`src/rtl/uart_pkg.sv`:
```
// Shared UART receiver definitions: parity modes, receiver FSM encoding and
// the elaboration-time sample-tick divider calculation.
package uart_pkg;

    localparam int unsigned ParityNone = 0;
    localparam int unsigned ParityEven = 1;
    localparam int unsigned ParityOdd  = 2;

    typedef enum logic [2:0] {
        StIdle,
        StStart,
        StData,
        StParity,
        StStop,
        StBreakWait
    } rxState_t;

    // round(clkFreq / (baud * overSample)), never below 1
    function automatic int unsigned calcDiv(input int unsigned clkFreq,
                                            input int unsigned baud,
                                            input int unsigned overSample);
        longint unsigned den;
        longint unsigned q;
        den = 64'(baud) * 64'(overSample);
        q   = (64'(clkFreq) + den / 2) / den;
        if (q < 1) begin
            q = 1;
        end
        return q[31:0];
    endfunction

endpackage

```
`src/rtl/uart_baud_tick.sv`:
```
// Oversampling tick generator: one-cycle tick every DIV clocks, phase
// restartable so the first tick lands DIV clocks after clear.
module uart_baud_tick
    import uart_pkg::*;
#(
    parameter int unsigned CLK_FREQ   = 25000000,
    parameter int unsigned BAUD       = 115200,
    parameter int unsigned OVERSAMPLE = 16
) (
    input  logic clk,
    input  logic rst,
    input  logic clear,
    output logic tick
);

    localparam int unsigned Div  = calcDiv(CLK_FREQ, BAUD, OVERSAMPLE);
    localparam int unsigned CntW = (Div > 1) ? $clog2(Div) : 1;
    localparam logic [CntW-1:0] CntMax = CntW'(Div - 1);

    logic [CntW-1:0] cnt;

    always_ff @(posedge clk or negedge rst) begin
        if (!rst) begin
            cnt  <= '0;
            tick <= 1'b0;
        end else if (clear) begin
            cnt  <= '0;
            tick <= 1'b0;
        end else if (cnt == CntMax) begin
            cnt  <= '0;
            tick <= 1'b1;
        end else begin
            cnt  <= cnt + CntW'(1);
            tick <= 1'b0;
        end
    end

endmodule

```
`src/rtl/uart_rx_param.sv`:
```
// Parameterised UART receiver: majority-voted oversampling, optional parity,
// 1 or 2 stop bits, valid/ready output holding with overrun and framing flags.
module uart_rx_param
    import uart_pkg::*;
#(
    parameter int unsigned CLK_FREQ    = 25000000,
    parameter int unsigned BAUD        = 115200,
    parameter int unsigned OVERSAMPLE  = 16,
    parameter int unsigned DATA_BITS   = 8,
    parameter int unsigned PARITY_MODE = 0,
    parameter int unsigned STOP_BITS   = 1
) (
    input  logic                 clk,
    input  logic                 rst,
    input  logic                 rxd,
    output logic [DATA_BITS-1:0] rx_data,
    output logic                 rx_valid,
    input  logic                 rx_ready,
    output logic                 parity_err,
    output logic                 frame_err,
    output logic                 overrun_err,
    output logic                 busy
);

    localparam int unsigned TickW = $clog2(OVERSAMPLE);
    localparam logic [TickW-1:0] TickLast = TickW'(OVERSAMPLE - 1);
    localparam logic [TickW-1:0] TickS0   = TickW'(OVERSAMPLE / 2 - 1);
    localparam logic [TickW-1:0] TickS1   = TickW'(OVERSAMPLE / 2);
    localparam logic [TickW-1:0] TickS2   = TickW'(OVERSAMPLE / 2 + 1);
    localparam logic [3:0]       BitLast  = 4'(DATA_BITS - 1);
    localparam logic             StopLast = 1'(STOP_BITS - 1);

    logic                 rxMeta;
    logic                 rxSync;
    logic                 rxPrev;
    logic                 fallEdge;
    logic                 tick;
    logic                 tickClear;
    rxState_t             state;
    logic [TickW-1:0]     tickCnt;
    logic [TickW-1:0]     tickNext;
    logic [3:0]           bitCnt;
    logic                 stopCnt;
    logic [DATA_BITS-1:0] shiftReg;
    logic                 parAcc;
    logic                 parErrFrame;
    logic                 samp0;
    logic                 samp1;
    logic                 bitVal;
    logic                 decide;

    always_ff @(posedge clk or negedge rst) begin
        if (!rst) begin
            rxMeta <= 1'b1;
            rxSync <= 1'b1;
            rxPrev <= 1'b1;
        end else begin
            rxMeta <= rxd;
            rxSync <= rxMeta;
            rxPrev <= rxSync;
        end
    end

    assign fallEdge  = rxPrev & ~rxSync;
    assign tickClear = (state == StIdle) && fallEdge;
    assign tickNext  = (tickCnt == TickLast) ? '0 : tickCnt + TickW'(1);
    assign decide    = tick && (tickCnt == TickS2);
    assign bitVal    = (samp0 & samp1) | (samp0 & rxSync) | (samp1 & rxSync);
    assign busy      = (state != StIdle);

    uart_baud_tick #(
        .CLK_FREQ  (CLK_FREQ),
        .BAUD      (BAUD),
        .OVERSAMPLE(OVERSAMPLE)
    ) u_tick (
        .clk  (clk),
        .rst  (rst),
        .clear(tickClear),
        .tick (tick)
    );

    always_ff @(posedge clk or negedge rst) begin
        if (!rst) begin
            state       <= StIdle;
            tickCnt     <= '0;
            bitCnt      <= '0;
            stopCnt     <= 1'b0;
            shiftReg    <= '0;
            parAcc      <= 1'b0;
            parErrFrame <= 1'b0;
            samp0       <= 1'b1;
            samp1       <= 1'b1;
            rx_data     <= '0;
            rx_valid    <= 1'b0;
            parity_err  <= 1'b0;
            frame_err   <= 1'b0;
            overrun_err <= 1'b0;
        end else begin
            frame_err   <= 1'b0;
            overrun_err <= 1'b0;
            if (rx_valid && rx_ready) begin
                rx_valid <= 1'b0;
            end
            if (tick && (tickCnt == TickS0)) samp0 <= rxSync;
            if (tick && (tickCnt == TickS1)) samp1 <= rxSync;
            // Tick phase runs continuously through a frame; states change at mid-bit.
            if (tick && (state inside {StStart, StData, StParity, StStop})) begin
                tickCnt <= tickNext;
            end

            unique case (state)
                StIdle: begin
                    if (fallEdge) begin
                        state   <= StStart;
                        tickCnt <= '0;
                    end
                end
                StStart: begin
                    if (decide) begin
                        if (bitVal) begin
                            state <= StIdle;
                        end else begin
                            state  <= StData;
                            bitCnt <= '0;
                            parAcc <= 1'b0;
                        end
                    end
                end
                StData: begin
                    if (decide) begin
                        shiftReg <= {bitVal, shiftReg[DATA_BITS-1:1]};
                        parAcc   <= parAcc ^ bitVal;
                        if (bitCnt == BitLast) begin
                            state       <= (PARITY_MODE != ParityNone) ? StParity : StStop;
                            stopCnt     <= 1'b0;
                            parErrFrame <= 1'b0;
                        end else begin
                            bitCnt <= bitCnt + 4'd1;
                        end
                    end
                end
                StParity: begin
                    if (decide) begin
                        parErrFrame <= (PARITY_MODE == ParityEven) ? (parAcc ^ bitVal) :
                                       (PARITY_MODE == ParityOdd)  ? ~(parAcc ^ bitVal) : 1'b0;
                        state       <= StStop;
                    end
                end
                StStop: begin
                    if (decide) begin
                        if (!bitVal) begin
                            frame_err <= 1'b1;
                            state     <= StBreakWait;
                            tickCnt   <= '0;
                        end else if (stopCnt == StopLast) begin
                            state <= StIdle;
                            // A held word survives unless it is being accepted this cycle.
                            if (!rx_valid || rx_ready) begin
                                rx_data    <= shiftReg;
                                parity_err <= parErrFrame;
                                rx_valid   <= 1'b1;
                            end else begin
                                overrun_err <= 1'b1;
                            end
                        end else begin
                            stopCnt <= 1'b1;
                        end
                    end
                end
                StBreakWait: begin
                    if (!rxSync) begin
                        tickCnt <= '0;
                    end else if (tick) begin
                        if (tickCnt == TickLast) begin
                            state <= StIdle;
                        end else begin
                            tickCnt <= tickNext;
                        end
                    end
                end
                default: state <= StIdle;
            endcase
        end
    end

endmodule

```
`config.mk`:
```
export PLATFORM = sky130hd
export DESIGN_NAME = uart_rx_param
export DESIGN_NICKNAME = d
export VERILOG_FILES = /design/src/rtl/uart_pkg.sv /design/src/rtl/uart_baud_tick.sv /design/src/rtl/uart_rx_param.sv
export SDC_FILE = /design/constraint.sdc
export NUM_CORES = 1
export LEC_CHECK = 0
export ABC_CLOCK_PERIOD_IN_PS = 1900
export CAP_MARGIN = 10
export CORE_ASPECT_RATIO = 0.6
export CORE_UTILIZATION = 40
export CTS_BUF_LIST = sky130_fd_sc_hd__clkbuf_4 sky130_fd_sc_hd__clkbuf_8
export CTS_CLUSTER_DIAMETER = 120
export DETAILED_ROUTE_END_ITERATION = 10
export DONT_BUFFER_PORTS = 1
export GPL_TIMING_DRIVEN = 0
export PLACE_DENSITY = 0.66
export SKIP_CTS_REPAIR_TIMING = 1
export SLEW_MARGIN = 20
export SYNTH_ARGS = -nofsm -noshare
export SYNTH_HDL_FRONTEND = slang
export SYNTH_SLANG_ARGS = --single-unit
```
`constraint.sdc`:
```
create_clock -name clk -period 1.9 [get_ports clk]
set_input_delay 0.38 -clock clk [delete_from_list [all_inputs] [get_ports clk]]
set_output_delay 0.38 -clock clk [all_outputs]
set_load 0.01 [all_outputs]
```
# Word level (Yosys, flattened, before mapping)
# Index checks and enable logic that the tools add are counted.
totals:
  register_bits: 43
  input_bits: 4
  out_inout_bits: 13
  elab_cells: 126
classes:
  addsub: 3
  n_eq_ne: 24
  mux: 53
  n_bitwise: 8
  reduce_logical: 20
ops:
  columns: ["cell", "count"]
  rows:
  - ["two-way mux 4 bit", 14]
  - ["two-way mux 3 bit", 11]
  - ["two-way mux 1 bit", 22]
  - ["!= test 2 bit, second input constant", 10]
  - ["case mux 3 bit (6 select lines)", 1]
  - ["== test 4 bit, second input constant", 4]
  - ["AND reduction 5 bit", 3]
  - ["adder 4 x 1 -> 4 bit, second input constant", 3]
  - ["case mux 4 bit (3 select lines)", 1]
  - ["AND reduction 10 bit", 1]
  - ["== test 4 x 3 -> 1 bit, second input constant", 2]
  - ["case mux 4 bit (2 select lines)", 1]
  - ["== test 3 x 2 -> 1 bit, second input constant", 2]
  - ["== test 3 bit, second input constant", 2]
  - ["logical AND 1 bit", 6]
  - ["nonzero test 2 bit", 3]
  - ["bitwise AND 1 bit", 4]
  - ["!= test 2 x 1 -> 1 bit, second input constant", 2]
  - ["case mux 1 bit (2 select lines)", 2]
  - ["AND reduction 4 bit", 1]
  - ["nonzero test 4 bit", 1]
  - ["== test 3 x 1 -> 1 bit, second input constant", 1]
  - ["logical NOT 3 bit", 1]
  - ["!= test 3 bit, second input constant", 1]
  - ["other kinds (7)", 9]

# Longest topological paths before layout
logic_depth:
  depth_word: 8
  depth_mapped: 7
  depth_no_buf: 7

# Modules after synthesis
# A second synthesis with hierarchy kept.
unflattened:
  hier_cells: 173
  hier_area_um2: 2025.7
by_module_without_submodules:
  columns: ["mod", "n_inst", "cells_each", "area_each_um2", "seq_area_each_um2"]
  rows:
  - ["uart_rx_param", 1, 152, 1800.5, 882.1]
  - ["uart_baud_tick", 1, 21, 225.2, 125.1]

# Worst setup path after synthesis
# No wires, ideal clock.
synth_timing:
  kind: "register to register"
  startpoint: "reg tickCnt[1]"
  endpoint: "reg tickCnt[1]"
  setup_time_ps: 126
  arrival_ps: 1907
  required_time_ps: 1774
  slack_ps: -133
  path_stages_with_launch: 8
  n_path_buf: 0
  synth_period_minus_slack_ps: 2033
  cell_sequence: "dfrtp_1 inv_1 ha_1 nand4b_1 or4b_4 a31oi_1 a21oi_1 a221o_1"
synth_via:
  elab_chain_cells: 7
  elab_cells_between_ends: 13
  classes_between: "1 x add/sub; 2 x eq/ne; 9 x mux; 1 x reduce/logical"
synth_lines:
  columns: ["element", "line_no", "text"]
  rows:
  - ["start: declaration", "uart_rx_param.sv:40", "logic [TickW-1:0] tickCnt;"]
  - ["start signal: assignment", "uart_rx_param.sv:108", "tickCnt <= tickNext;"]
  - ["start signal: assignment", "uart_rx_param.sv:177", "tickCnt <= tickNext;"]
  - ["adder 4 x 1 -> 4 bit or == test 4 bit (tied branches)", "uart_rx_param.sv:66, uart_rx_param.sv:174", null]
  - ["two-way mux 4 bit", "uart_rx_param.sv:66", "assign tickNext = (tickCnt == TickLast) ? '0 : tickCnt + TickW'(1);"]
  - ["two-way mux 4 bit", "uart_rx_param.sv:107", "if (tick && (state inside {StStart, StData, StParity, StStop})) begin"]
  - ["two-way mux 4 bit", "uart_rx_param.sv:174", "if (tickCnt == TickLast) begin"]
  - ["two-way mux 4 bit", "uart_rx_param.sv:173", "end else if (tick) begin"]
  - ["two-way mux 4 bit", "uart_rx_param.sv:171", "if (!rxSync) begin"]
  - ["case mux 4 bit (3 select lines) (*)", "uart_rx_param.sv:111", "unique case (state)"]
# Mark *: on every way between the ends. The rest lies on a longest branch, timed or not.
# A chain may end at the register's enable or synchronous reset.

# Worst setup path in the final report
layout_timing:
  startpoint: "reg tickCnt[0]"
  endpoint: "reg tickCnt[1]"
# Same word-level chain as after synthesis.

==> implementation parameters <==
Parameter                              Value

Logic synthesis
  Number of distinct library cell variants in the gate-level netlist after synthesis    42
  Seq cells post-synth    40
  Number of warnings printed during yosys synthesis    0
  Share of synthesized flip-flops with an asynchronous set or reset    1.00
  Dominant cells by area after synthesis    dfrtp_1 (44%), mux2_2 (11%), dfstp_2 (6.7%)
  Most used standard cells in the synthesized netlist    dfrtp_1 (35), mux2_2 (20), nor2_1 (17), nand2_1 (15), nand3_1 (12)
  EDFF count, synth    0
  Top cell type's share of synthesized area    0.444
  Post-synthesis instance total    189
  Syn_nets    around 200
  Most used standard cell by instance count after synthesis    dfrtp_1
  Post-Synthesis Cell Area    slightly below 2000 um2
  Post-synth top flop    dfrtp_1
  Sequential-to-total area share from yosys stat    0.510
  Synth area leader    dfrtp_1
  Mapped Avg Cell Area    ~10 um2

Place
  Post-Place Worst Slack    -0.411 ns
  Port bufs    0
  DP Wirelength    ~2.6 mm
  Weighted congestion reported at the end of routability-driven placement    0.887
  Placed inst area    between 2000 and 2500 um2

Drt
  Count of TritonRoute iterations in the first routing pass    4
  Detailed Route Iter0 Violations    approximately 110
  Vias per Instance    between 5 and 6
  Via count    1462
  Remaining routing DRC violations    0
  DRT Wirelength    just over 4 mm
  Average routed wire per standard cell    approximately 15 um
  ANT nets after route    0

STA
  WHS    ~0.075 ns
  Endpoints failing hold    0
  Final Skew    between 0.007 and 0.008 ns
  Minimum clock period    between 2 and 2.5 ns
  F_max    around 0.49 GHz
  Finish-stage setup viols    2
  Unrepaired setup endpoints after global routing    true
  Headroom to the max-slew limit    0.650
  Worst Setup Slack, final    -0.128 ns
  Worst Tran Pin Value    about 0.52 ns
  Number of max-slew violations in the final report    0
  Post-route fraction of the period consumed by the critical path    1.07

Status
  Run status    finished with violations
  Violated checks    setup timing

Floorplanning
  Core area    about 4700 um2
  Number of rows created at floorplan    19
  Initial core utilization    0.424
  Die Footprint    around 5200 um2
  Top Ports    17
  Die span in x    92.7 um
  Die height    between 50 and 60 um

Worst setup path
  Crit path kind    flop to flop
  CP endpoint kind    flop
  Signal arrival time at the worst endpoint    approximately 2.2 ns
  Worst-path fanout max    6
  CP Launch Type    flop
  R2r startpoint    tickCnt[0]
  Required arrival time at the worst endpoint    2.08 ns
  Crit. Startpoint    tickCnt[0]

Global route
  Antenna violations before repair    0
  Grt total ovfl    0
  Global-route wire length before repair    between 6 and 7 mm
  Pin count of the biggest net entering global routing    between 40 and 50
  Number of global-route vias before repair    ~1300
  Overall fraction of global-route tracks in use    0.162

CTS
  Clock-pin slew reported for the worst setup and hold paths after clock tree synthesis    ~0.080 ns
  Worst-case clock buffer depth    2
  Clk sink count    40
  CTS H-Tree Depth    2
  Buffer cell driving the clock tree root    clkbuf_8
  Clock latency at the later pin of the worst-skew pair    around 0.30 ns
  TritonCTS buffer count    5
  TritonCTS clock tree    yes

Pwr
  Fraction of power consumed by sequential logic    0.465
  Clock network power share    0.336
  Combinational power share    0.199
  Pwr Total    between 2000 and 2500 uW
  Worst IR Drop VDD    ~0.00048 V
  Internal portion of total power    about 1500 uW
  Switching power    roughly 640 uW
  Total power per unit cell area    between 900 and 1000 nW/um2
  Static Leakage    0.00103 uW
  Switching share of power    0.299

Final layout
  Net count, final    about 210
  Area growth from synthesis to layout    17.5%
  Final instance area    between 2000 and 2500 um2
  Fraction of layout instances using a drive strength above 1    0.291
  Antenna diode instance count    0

Hold path
  Hold path startpoint    rxd
  Min-Delay Path Class    primary input to flop

Flow run
  Max Cap Viol    0
==> state kept, by name, indices dropped and copies added, names as in the netlist <==
signal,count
rxMeta,1
overrun_err,1
u_tick.cnt,4
bitCnt,4
samp0,1
rx_valid,1
samp1,1
state,3
frame_err,1
rxSync,1
shiftReg,8
u_tick.tick,1
rx_data,8
tickCnt,4
rxPrev,1
==> metrics by stage <==
| stage | util | std cells | TNS [ns] |
|---|---|---|---|
| after floorplan | - | 189 | -0.199 |
| after global placement | 0.441 | 252 | -3.52 |
| after detailed placement | 0.441 | 252 | -3.22 |
| after CTS | 0.465 | 260 | -3.95 |
| after global routing | 0.498 | 269 | -0.545 |
| final | 0.498 | 269 | -0.154 |
==> power groups by stage <==
stage	clock [uW]	sequential [uW]	combinational [uW]
after floorplan	0	990	273
after global placement	0	1010	326
after detailed placement	0	1010	330
after CTS	746	992	328
after global routing	765	1010	478
final	722	1000	428
==> final cells by class <==
cell class	instances	area [um2]
Buffer	7	35.0
Clock buffer	5	68.8
Clock inverter	3	46.3
Fill cell	441	2340
Inverter	7	26.3
Multi-Input combinational cell	134	957
Sequential cell	40	1010
Tap cell	63	78.8
Timing Repair Buffer	10	97.6
==> metal layers <==
| layer | vias to the layer above | routed length, um | global-route usage |
|---|---|---|---|
| met1 | 680 | 1980 | 0.239 |
| met3 | 7 | 436 | 0.0691 |
| met4 | 0 | 57 | 0.0593 |
| met2 | 65 | 1600 | 0.206 |
| met5 | - | 0 | 0 |
| li1 | 710 | - | - |
==> logic make-up (layout without fill, tap and decap cells) <==
kind of cell               Yosys count  count (layout)  share of synthesized area
muxes                               22              22                      0.124
adders and majority gates            5               5                     0.0311
DFF                                 40              40                      0.510
other                                1               1                    0.00190
and+or+nand+nor                     70              70                      0.184
AOI/OAI and AO/OA                   36              36                      0.117
buffers and inverters               15              32                     0.0317
==> critical path: stages, from the launching register on <==
cell      delay [ns]
dfrtp_2         0.44
ha_4            0.15
nand4b_1        0.17
or4b_4          0.57
a31oi_1         0.17
a21oi_1         0.07
a221o_1         0.33
==> cell usage in the layout (no fill, tap or decap), types with 2 or more instances in the layout <==
cell      Yosys  layout
dfrtp_1      35      33
mux2_2       20      20
nor2_1       17      16
nand2_1      15      15
nand3_1      12      11
o21ai_0      10       9
buf_4         1       9
nand2b_1      8       8
a21oi_1       8       7
inv_1         7       6
clkbuf_8      0       5
dfstp_2       5       5
nand4b_1      3       3
a31oi_1       3       3
nor3_1        3       3
ha_1          4       3
clkbuf_2      0       2
buf_2         2       2
clkbuf_1      5       2
a211oi_1      2       2
nand3b_1      2       2
mux2i_1       2       2
o31ai_1       2       2
dfrtp_2       0       2
==> path summary, 6_finish.rpt <==
check / depth (start not counted) / slack, ns / endpoint
max: 6 / -0.13 / tickCnt[1]
min: 0 / 0.07 / rxMeta
max reg2reg: 6 / -0.13 / tickCnt[1]
min reg2reg: 0 / 0.36 / rxSync
max in group asynchronous: 2 / 1.05 / rxMeta
min in group asynchronous: 2 / 0.59 / state[0]
No activity file was read; power rests on OpenSTA's default activity.
